$ cat config.mk
export PLATFORM = sky130hd
export DESIGN_NAME = video_timing_detector
export DESIGN_NICKNAME = d
export VERILOG_FILES = /design/src/rtl/video_timing_detector.sv
export SDC_FILE = /design/constraint.sdc
export NUM_CORES = 1
export LEC_CHECK = 0
export ABC_AREA = 0
export BUFFER_PORTS_ARGS = -buffer_cell sky130_fd_sc_hd__buf_2
export CAP_MARGIN = 20
export CORE_ASPECT_RATIO = 2
export CORE_UTILIZATION = 59
export DETAILED_ROUTE_END_ITERATION = 8
export PLACE_DENSITY = 0.79
export SLEW_MARGIN = 40
export SYNTH_ARGS = -nofsm -noshare
export SYNTH_HDL_FRONTEND = slang
export SYNTH_SLANG_ARGS = --single-unit
export TNS_END_PERCENT = 10
$ cat constraint.sdc
create_clock -name clk_rgb -period 4.3 [get_ports clk_rgb]
set_input_delay 0 -clock clk_rgb [delete_from_list [all_inputs] [get_ports clk_rgb]]
set_output_delay 0 -clock clk_rgb [all_outputs]
set_load 0.02 [all_outputs]
$ cat src/rtl/video_timing_detector.sv
// video_timing_detector
// Watches a raw hs/vs/de stream in the pixel clock domain. It recovers the pixel
// coordinates, measures line/frame totals, active sizes and sync polarities, and
// reports lock once two consecutive valid frames measure identically.
//
// Ports:
//   clk_rgb, rst (sync, active-high), ce (clock enable; low holds all state)
//   hs, vs, de            raw timing inputs of unknown sync polarity
//   x, y, de_out          pixel coordinates aligned with de delayed by one cycle
//   frame_start           one-cycle pulse following each vs active edge
//   hor_total/hor_active  measured line period and active width
//   ver_total/ver_active  measured lines per frame and active lines
//   hs_polarity/vs_polarity  1 = active-high sync
//   locked                measurements stable
module video_timing_detector #(
    parameter int unsigned HOR_COUNTER_WIDTH = 11,
    parameter int unsigned VER_COUNTER_WIDTH = 11
) (
    input  logic                         clk_rgb,
    input  logic                         rst,
    input  logic                         ce,
    input  logic                         hs,
    input  logic                         vs,
    input  logic                         de,
    output logic [HOR_COUNTER_WIDTH-1:0] x,
    output logic [VER_COUNTER_WIDTH-1:0] y,
    output logic                         de_out,
    output logic                         frame_start,
    output logic [HOR_COUNTER_WIDTH-1:0] hor_total,
    output logic [HOR_COUNTER_WIDTH-1:0] hor_active,
    output logic [VER_COUNTER_WIDTH-1:0] ver_total,
    output logic [VER_COUNTER_WIDTH-1:0] ver_active,
    output logic                         hs_polarity,
    output logic                         vs_polarity,
    output logic                         locked
);

    localparam int unsigned HW = HOR_COUNTER_WIDTH;
    localparam int unsigned VW = VER_COUNTER_WIDTH;
    localparam logic [HW-1:0] H_MAX  = {HW{1'b1}};
    localparam logic [VW-1:0] V_MAX  = {VW{1'b1}};
    localparam logic [HW-1:0] H_ONE  = {{(HW-1){1'b0}}, 1'b1};
    localparam logic [VW-1:0] V_ONE  = {{(VW-1){1'b0}}, 1'b1};

    // Input history and polarity
    logic hs_q, vs_q, de_q;
    logic hs_pol_q, hs_pol_d, vs_pol_q, vs_pol_d;
    // Running counters
    logic [HW-1:0] h_cnt_q, h_cnt_d, run_len_q, run_len_d;
    // Per-frame state
    logic [HW-1:0] h_first_q, h_first_d, run_first_q, run_first_d;
    logic          h_have_q, h_have_d, run_have_q, run_have_d, bad_q, bad_d;
    logic [VW-1:0] line_cnt_q, line_cnt_d, run_cnt_q, run_cnt_d;
    // Outputs
    logic [HW-1:0] x_q, x_d, hor_total_q, hor_total_d, hor_active_q, hor_active_d;
    logic [VW-1:0] y_q, y_d, ver_total_q, ver_total_d, ver_active_q, ver_active_d;
    logic          frame_start_q, locked_q, locked_d;
    logic [1:0]    match_q, match_d;

    logic          hs_edge, vs_edge, de_rise, de_fall, h_sat, frame_valid, same;
    logic [HW-1:0] period;

    assign hs_edge = (hs_q != hs_pol_q) && (hs == hs_pol_q);
    assign vs_edge = (vs_q != vs_pol_q) && (vs == vs_pol_q);
    assign de_rise = de && !de_q;
    assign de_fall = !de && de_q;
    assign period  = h_cnt_q + H_ONE;

    always_comb begin
        hs_pol_d     = hs_pol_q;
        vs_pol_d     = vs_pol_q;
        h_first_d    = h_first_q;
        h_have_d     = h_have_q;
        run_first_d  = run_first_q;
        run_have_d   = run_have_q;
        run_cnt_d    = run_cnt_q;
        line_cnt_d   = line_cnt_q;
        bad_d        = bad_q;
        hor_total_d  = hor_total_q;
        hor_active_d = hor_active_q;
        ver_total_d  = ver_total_q;
        ver_active_d = ver_active_q;
        match_d      = match_q;
        frame_valid  = 1'b0;
        same         = 1'b0;

        // Sync is never active during active video, so de rising reveals polarity.
        if (de_rise) begin
            hs_pol_d = ~hs;
            vs_pol_d = ~vs;
        end

        h_cnt_d = hs_edge ? '0 : ((h_cnt_q == H_MAX) ? H_MAX : h_cnt_q + H_ONE);
        h_sat   = (h_cnt_d == H_MAX);
        if (h_sat) bad_d = 1'b1;

        run_len_d = de ? (de_rise ? H_ONE : ((run_len_q == H_MAX) ? H_MAX : run_len_q + H_ONE))
                       : run_len_q;
        if (de && run_len_d == H_MAX) bad_d = 1'b1;

        if (hs_edge) begin
            if (!h_have_q) begin
                h_first_d = period;
                h_have_d  = 1'b1;
            end else if (period != h_first_q) begin
                bad_d = 1'b1;
            end
            if (line_cnt_q == V_MAX) bad_d = 1'b1;
            else line_cnt_d = line_cnt_q + V_ONE;
        end

        if (de_fall) begin
            if (!run_have_q) begin
                run_first_d = run_len_q;
                run_have_d  = 1'b1;
            end else if (run_len_q != run_first_q) begin
                bad_d = 1'b1;
            end
            if (run_cnt_q == V_MAX) bad_d = 1'b1;
            else run_cnt_d = run_cnt_q + V_ONE;
        end

        if (vs_edge) begin
            // A coincident hs edge belongs to the new frame, so line_cnt_q (without it)
            // is the line total of the frame just ended.
            hor_total_d  = h_first_d;
            hor_active_d = run_first_d;
            ver_total_d  = line_cnt_q;
            ver_active_d = run_cnt_d;
            frame_valid  = !bad_d && (h_first_d != '0) && (run_first_d != '0) &&
                           (line_cnt_q != '0) && (run_cnt_d != '0);
            same         = (hor_total_d == hor_total_q) && (hor_active_d == hor_active_q) &&
                           (ver_total_d == ver_total_q) && (ver_active_d == ver_active_q);
            if (!frame_valid)        match_d = 2'd0;
            else if (!same)          match_d = 2'd1;
            else if (match_q != 2'd2) match_d = match_q + 2'd1;

            h_have_d    = hs_edge;
            h_first_d   = hs_edge ? period : '0;
            line_cnt_d  = hs_edge ? V_ONE : '0;
            run_first_d = '0;
            run_have_d  = 1'b0;
            run_cnt_d   = '0;
            bad_d       = 1'b0;
        end

        // Lost hs: drop lock immediately, keep the last published measurements.
        if (h_sat) match_d = 2'd0;
        locked_d = (match_d == 2'd2);

        x_d = (de && de_q) ? ((x_q == H_MAX) ? H_MAX : x_q + H_ONE) : '0;
        if (vs_edge)      y_d = '0;
        else if (de_fall) y_d = (y_q == V_MAX) ? V_MAX : y_q + V_ONE;
        else              y_d = y_q;
    end

    always_ff @(posedge clk_rgb) begin
        if (rst) begin
            hs_q <= 1'b0;  vs_q <= 1'b0;  de_q <= 1'b0;
            hs_pol_q <= 1'b0;  vs_pol_q <= 1'b0;
            h_cnt_q <= '0;  run_len_q <= '0;
            h_first_q <= '0;  h_have_q <= 1'b0;
            run_first_q <= '0;  run_have_q <= 1'b0;  run_cnt_q <= '0;
            line_cnt_q <= '0;  bad_q <= 1'b0;
            x_q <= '0;  y_q <= '0;  frame_start_q <= 1'b0;
            hor_total_q <= '0;  hor_active_q <= '0;
            ver_total_q <= '0;  ver_active_q <= '0;
            match_q <= 2'd0;  locked_q <= 1'b0;
        end else if (ce) begin
            hs_q <= hs;  vs_q <= vs;  de_q <= de;
            hs_pol_q <= hs_pol_d;  vs_pol_q <= vs_pol_d;
            h_cnt_q <= h_cnt_d;  run_len_q <= run_len_d;
            h_first_q <= h_first_d;  h_have_q <= h_have_d;
            run_first_q <= run_first_d;  run_have_q <= run_have_d;  run_cnt_q <= run_cnt_d;
            line_cnt_q <= line_cnt_d;  bad_q <= bad_d;
            x_q <= x_d;  y_q <= y_d;  frame_start_q <= vs_edge;
            hor_total_q <= hor_total_d;  hor_active_q <= hor_active_d;
            ver_total_q <= ver_total_d;  ver_active_q <= ver_active_d;
            match_q <= match_d;  locked_q <= locked_d;
        end
    end

    assign x           = x_q;
    assign y           = y_q;
    assign de_out      = de_q;
    assign frame_start = frame_start_q;
    assign hor_total   = hor_total_q;
    assign hor_active  = hor_active_q;
    assign ver_total   = ver_total_q;
    assign ver_active  = ver_active_q;
    assign hs_polarity = hs_pol_q;
    assign vs_polarity = vs_pol_q;
    assign locked      = locked_q;

endmodule

==> implementation parameters <==
Parameter                              Value

Outcome
  Status    complete, no violations

Logic synthesis
  Netlist area before placement    roughly 8500 sq um
  Top-area cell type share of the netlist area    34.1%
  Cell types with the largest area share after synthesis    dfxtp_1 34%, a21oi_1 6.6%, nor2_1 6.0%, nand2_1 5.8%, xnor2_1 4.4%
  Syn Area/Cell    ~7.5 sq um
  Count of distinct cell types in the synthesized netlist    67
  Synthesis Warnings    0
  Cell type with the largest total area after synthesis    dfxtp_1
  Number of flops mapped to enable cells by yosys    0
  Sequential fraction of the synthesis area    between 30% and 40%
  Syn Nets    1140
  Fraction of synthesis flops using an asynchronous set or reset pin    0%
  Number of synthesized register bits    ~140
  Number of cells produced by synthesis    1126
  Top cells by instance count after synthesis    144 x dfxtp_1, 136 x nor2_1, 131 x nand2_1
  Library cell with the highest instance count after synthesis    dfxtp_1
  Dominant synthesized flop cell    dfxtp_1

STA
  Setup violations, final    0
  Setup repair after global routing missed its margin    false
  Min cycle time layout    3.50 ns
  Final cycle utilization of the critical path    81.4%
  Highest attainable clock frequency    286 MHz
  Setup Skew    slightly below 0.01 ns
  Final max-slew violation count    0
  Relative slew slack    between 40% and 50%
  Actual slew at the worst max-slew pin    just under 0.9 ns
  Final Hold Viols    0
  Final setup TNS    0 ns

Cells and area
  Finished layout cell area    approximately 9500 sq um
  Number of fillers in the final layout    around 1.2k
  Post-synthesis to final-layout area growth    12.7%
  Final std cells w/o fill    ~1.4k
  Antenna Diode Count    0
  Area occupied by multi-input gates    slightly above 5000 sq um
  Layout cells sized above 1    approximately 11%
  Register area    2880 sq um
  Number of nets in the final layout    between 1k and 1.5k

Worst setup path
  Start-to-end type of the worst setup path    register to register
  Startpoint Class    register
  Endpoint arrival time on the critical path    approximately 3.9 ns
  Category of the worst setup path capture point    register
  Worst endpoint required time    4.66 ns
  Worst-path fanout max    12

CTS
  TritonCTS sink count    ~140
  Post CTS Setup Buffer Count    0
  Clock transition at the registers of the reported paths    ~0.060 ns
  CTS tree    yes
  Root buffer cell    clkbuf_16
  Num CTS Buffers    17
  Largest buffer count on any clock path    2
  Htree depth    4
  Clock insertion delay at the later pin of the skew report    0.44 ns

Power
  Power per cell area    between 300 and 400 nW/um^2
  Leakage power of the design    roughly 3.5 nW
  Worst voltage drop across the vdd grid    around 280 uV

Floorplan
  Number of top-level design ports    77
  Cell row count    61
  Die X    slightly below 90 um
  Full die area    ~15000 sq um
  Core region area    14000 sq um
  Effective utilization at floorplan    between 60% and 70%
  Vertical extent of the die    171 um

Placement
  Cell Count Post-Placement    between 1k and 1.5k
  Final GP Congestion    about 1.0
  Area post-placement    just under 9000 sq um
  # port buffers    76
  Final HPWL DP    about 19000 um

GRT
  Final global-route overflow total    0
  Number of antenna violations at the first check in global routing    0
  Number of global-route vias before repair    about 8.3k
  Largest net degree at the start of global routing    78
  Global-route wire length before repair    ~43000 um
  Total Routing Usage GR    37.6%

Routing
  Router iterations before antenna repair    5
  Post-detailed-route count of antenna-violating nets    0
  Overall via count from detail_route    8821
  DRC violation total after the first TritonRoute iteration    between 600 and 700
  Wirelength, routed    roughly 27000 um
  Total DRC errors in the routed layout    0
  Vias per cell    6.52
  Avg WL per Cell    19.9 um

Job
  Max-cap violation count    0

Min path
  Tightest Hold Check Type    input pin to register
worst max-delay path, cell delays in order (launching register included):
cell and delay (ns):
dfxtp_1 0.58, ha_1 0.43, and4_1 0.30, nand4_1 0.17, xor2_1 0.49, xnor2_1 0.14
nor3_1 0.21, a21oi_1 0.12, nor4_1 0.54, a32oi_1 0.25, o21ai_0 0.19
metrics by stage:
step | power, mW | hold WS (ns) | setup WS, ns | utilization, %
2_1_floorplan | 1.59 | 0.0957 | 1.38 | -
3_3_place_gp | 1.67 | 0.237 | 1.01 | 63.3
3_5_place_dp | 1.67 | 0.246 | 0.924 | 63.4
4_1_cts | 3.29 | 0.0566 | 0.906 | 68.2
5_1_grt | 3.37 | 0.0917 | 0.584 | 68.2
6_report | 3.29 | 0.0714 | 0.800 | 68.2
cell usage in the layout, fill, tap and decap left out, drive strengths merged, types with 4 or more instances in the layout:
cell and count:
a41oi 5, buf 88, a32oi 9, and2 7, nand4 23, clkbuf 20, o21a 6, mux2i 13
bufinv 5, a211oi 29, nand3 27, o21ai 60, inv 28, a2111oi 4, nand4b 4, xnor2 43
a31oi 9, or3 7, dfxtp 144, nand2b 22, xor2 33, a311oi 14, or4 8, o22ai 6
nor2 136, clkinv 4, ha 8, nor4 17, nor2b 7, o211ai 9, and4 8, nand2 131
a22oi 24, o221ai 4, nor3 27, a21oi 111, and3 22
area by class of cell:
class	count	area share, %
clock buffers	20	4.80
clock inverters	10	1.94
inverters	28	1.10
multi-input cells	871	54.2
flip-flops and latches	144	30.3
well taps	189	2.48
repair buffers	90	5.18
registers in the layout, indices dropped and copies added, names as in the netlist, 2 cells and up:
name         count
h_cnt_q         11
h_first_q       11
hor_active      11
hor_total       11
line_cnt_q      11
match_q          2
run_cnt_q       11
run_first_q     11
run_len_q       11
ver_active      11
ver_total       11
x               11
y               11
repair_timing:
item / 4_1_cts / 5_1_grt
endpoints found under the hold margin: 4 / 0
gates resized for setup: 0 / 0
hold buffers: 2 / 0
endpoints found under the setup margin: 0 / 0
kinds of logic after synthesis:
logic type,share of synthesized area (%)
and+or+nand+nor,26.4
AOI/OAI and AO/OA,23.3
DFF,34.1
buffers and inverters,5.11
xor gates and xnor gates,8.23
muxes,1.67
adders and majority gates,1.18
final timing paths:
kind | endpoint | startpoint | cells after the start | slack, ns
max | match_q[1] | h_cnt_q[0] | 10 | 0.80
min | run_cnt_q[10] | ce | 3 | 0.07
max reg2reg | match_q[1] | h_cnt_q[0] | 10 | 0.80
min reg2reg | bad_q | bad_q | 2 | 0.48
report_power, final:
group / total, mW / internal [mW] / switching (mW)
combinational: 0.268 / 0.0845 / 0.184
sequential: 1.38 / 1.35 / 0.0287
clock: 1.64 / 1.05 / 0.589
total: 3.29 / 2.49 / 0.801
per-layer routing:
| layer | vias up | routed length (um) | global-route usage [%] |
|---|---|---|---|
| met5 | - | 0 | 0 |
| met3 | 119 | 1480 | 7.34 |
| li1 | 4118 | - | - |
| met1 | 4240 | 9690 | 38.3 |
| met4 | 0 | 1740 | 26.8 |
| met2 | 344 | 14000 | 67.1 |
(Power assumes the default switching activity.)
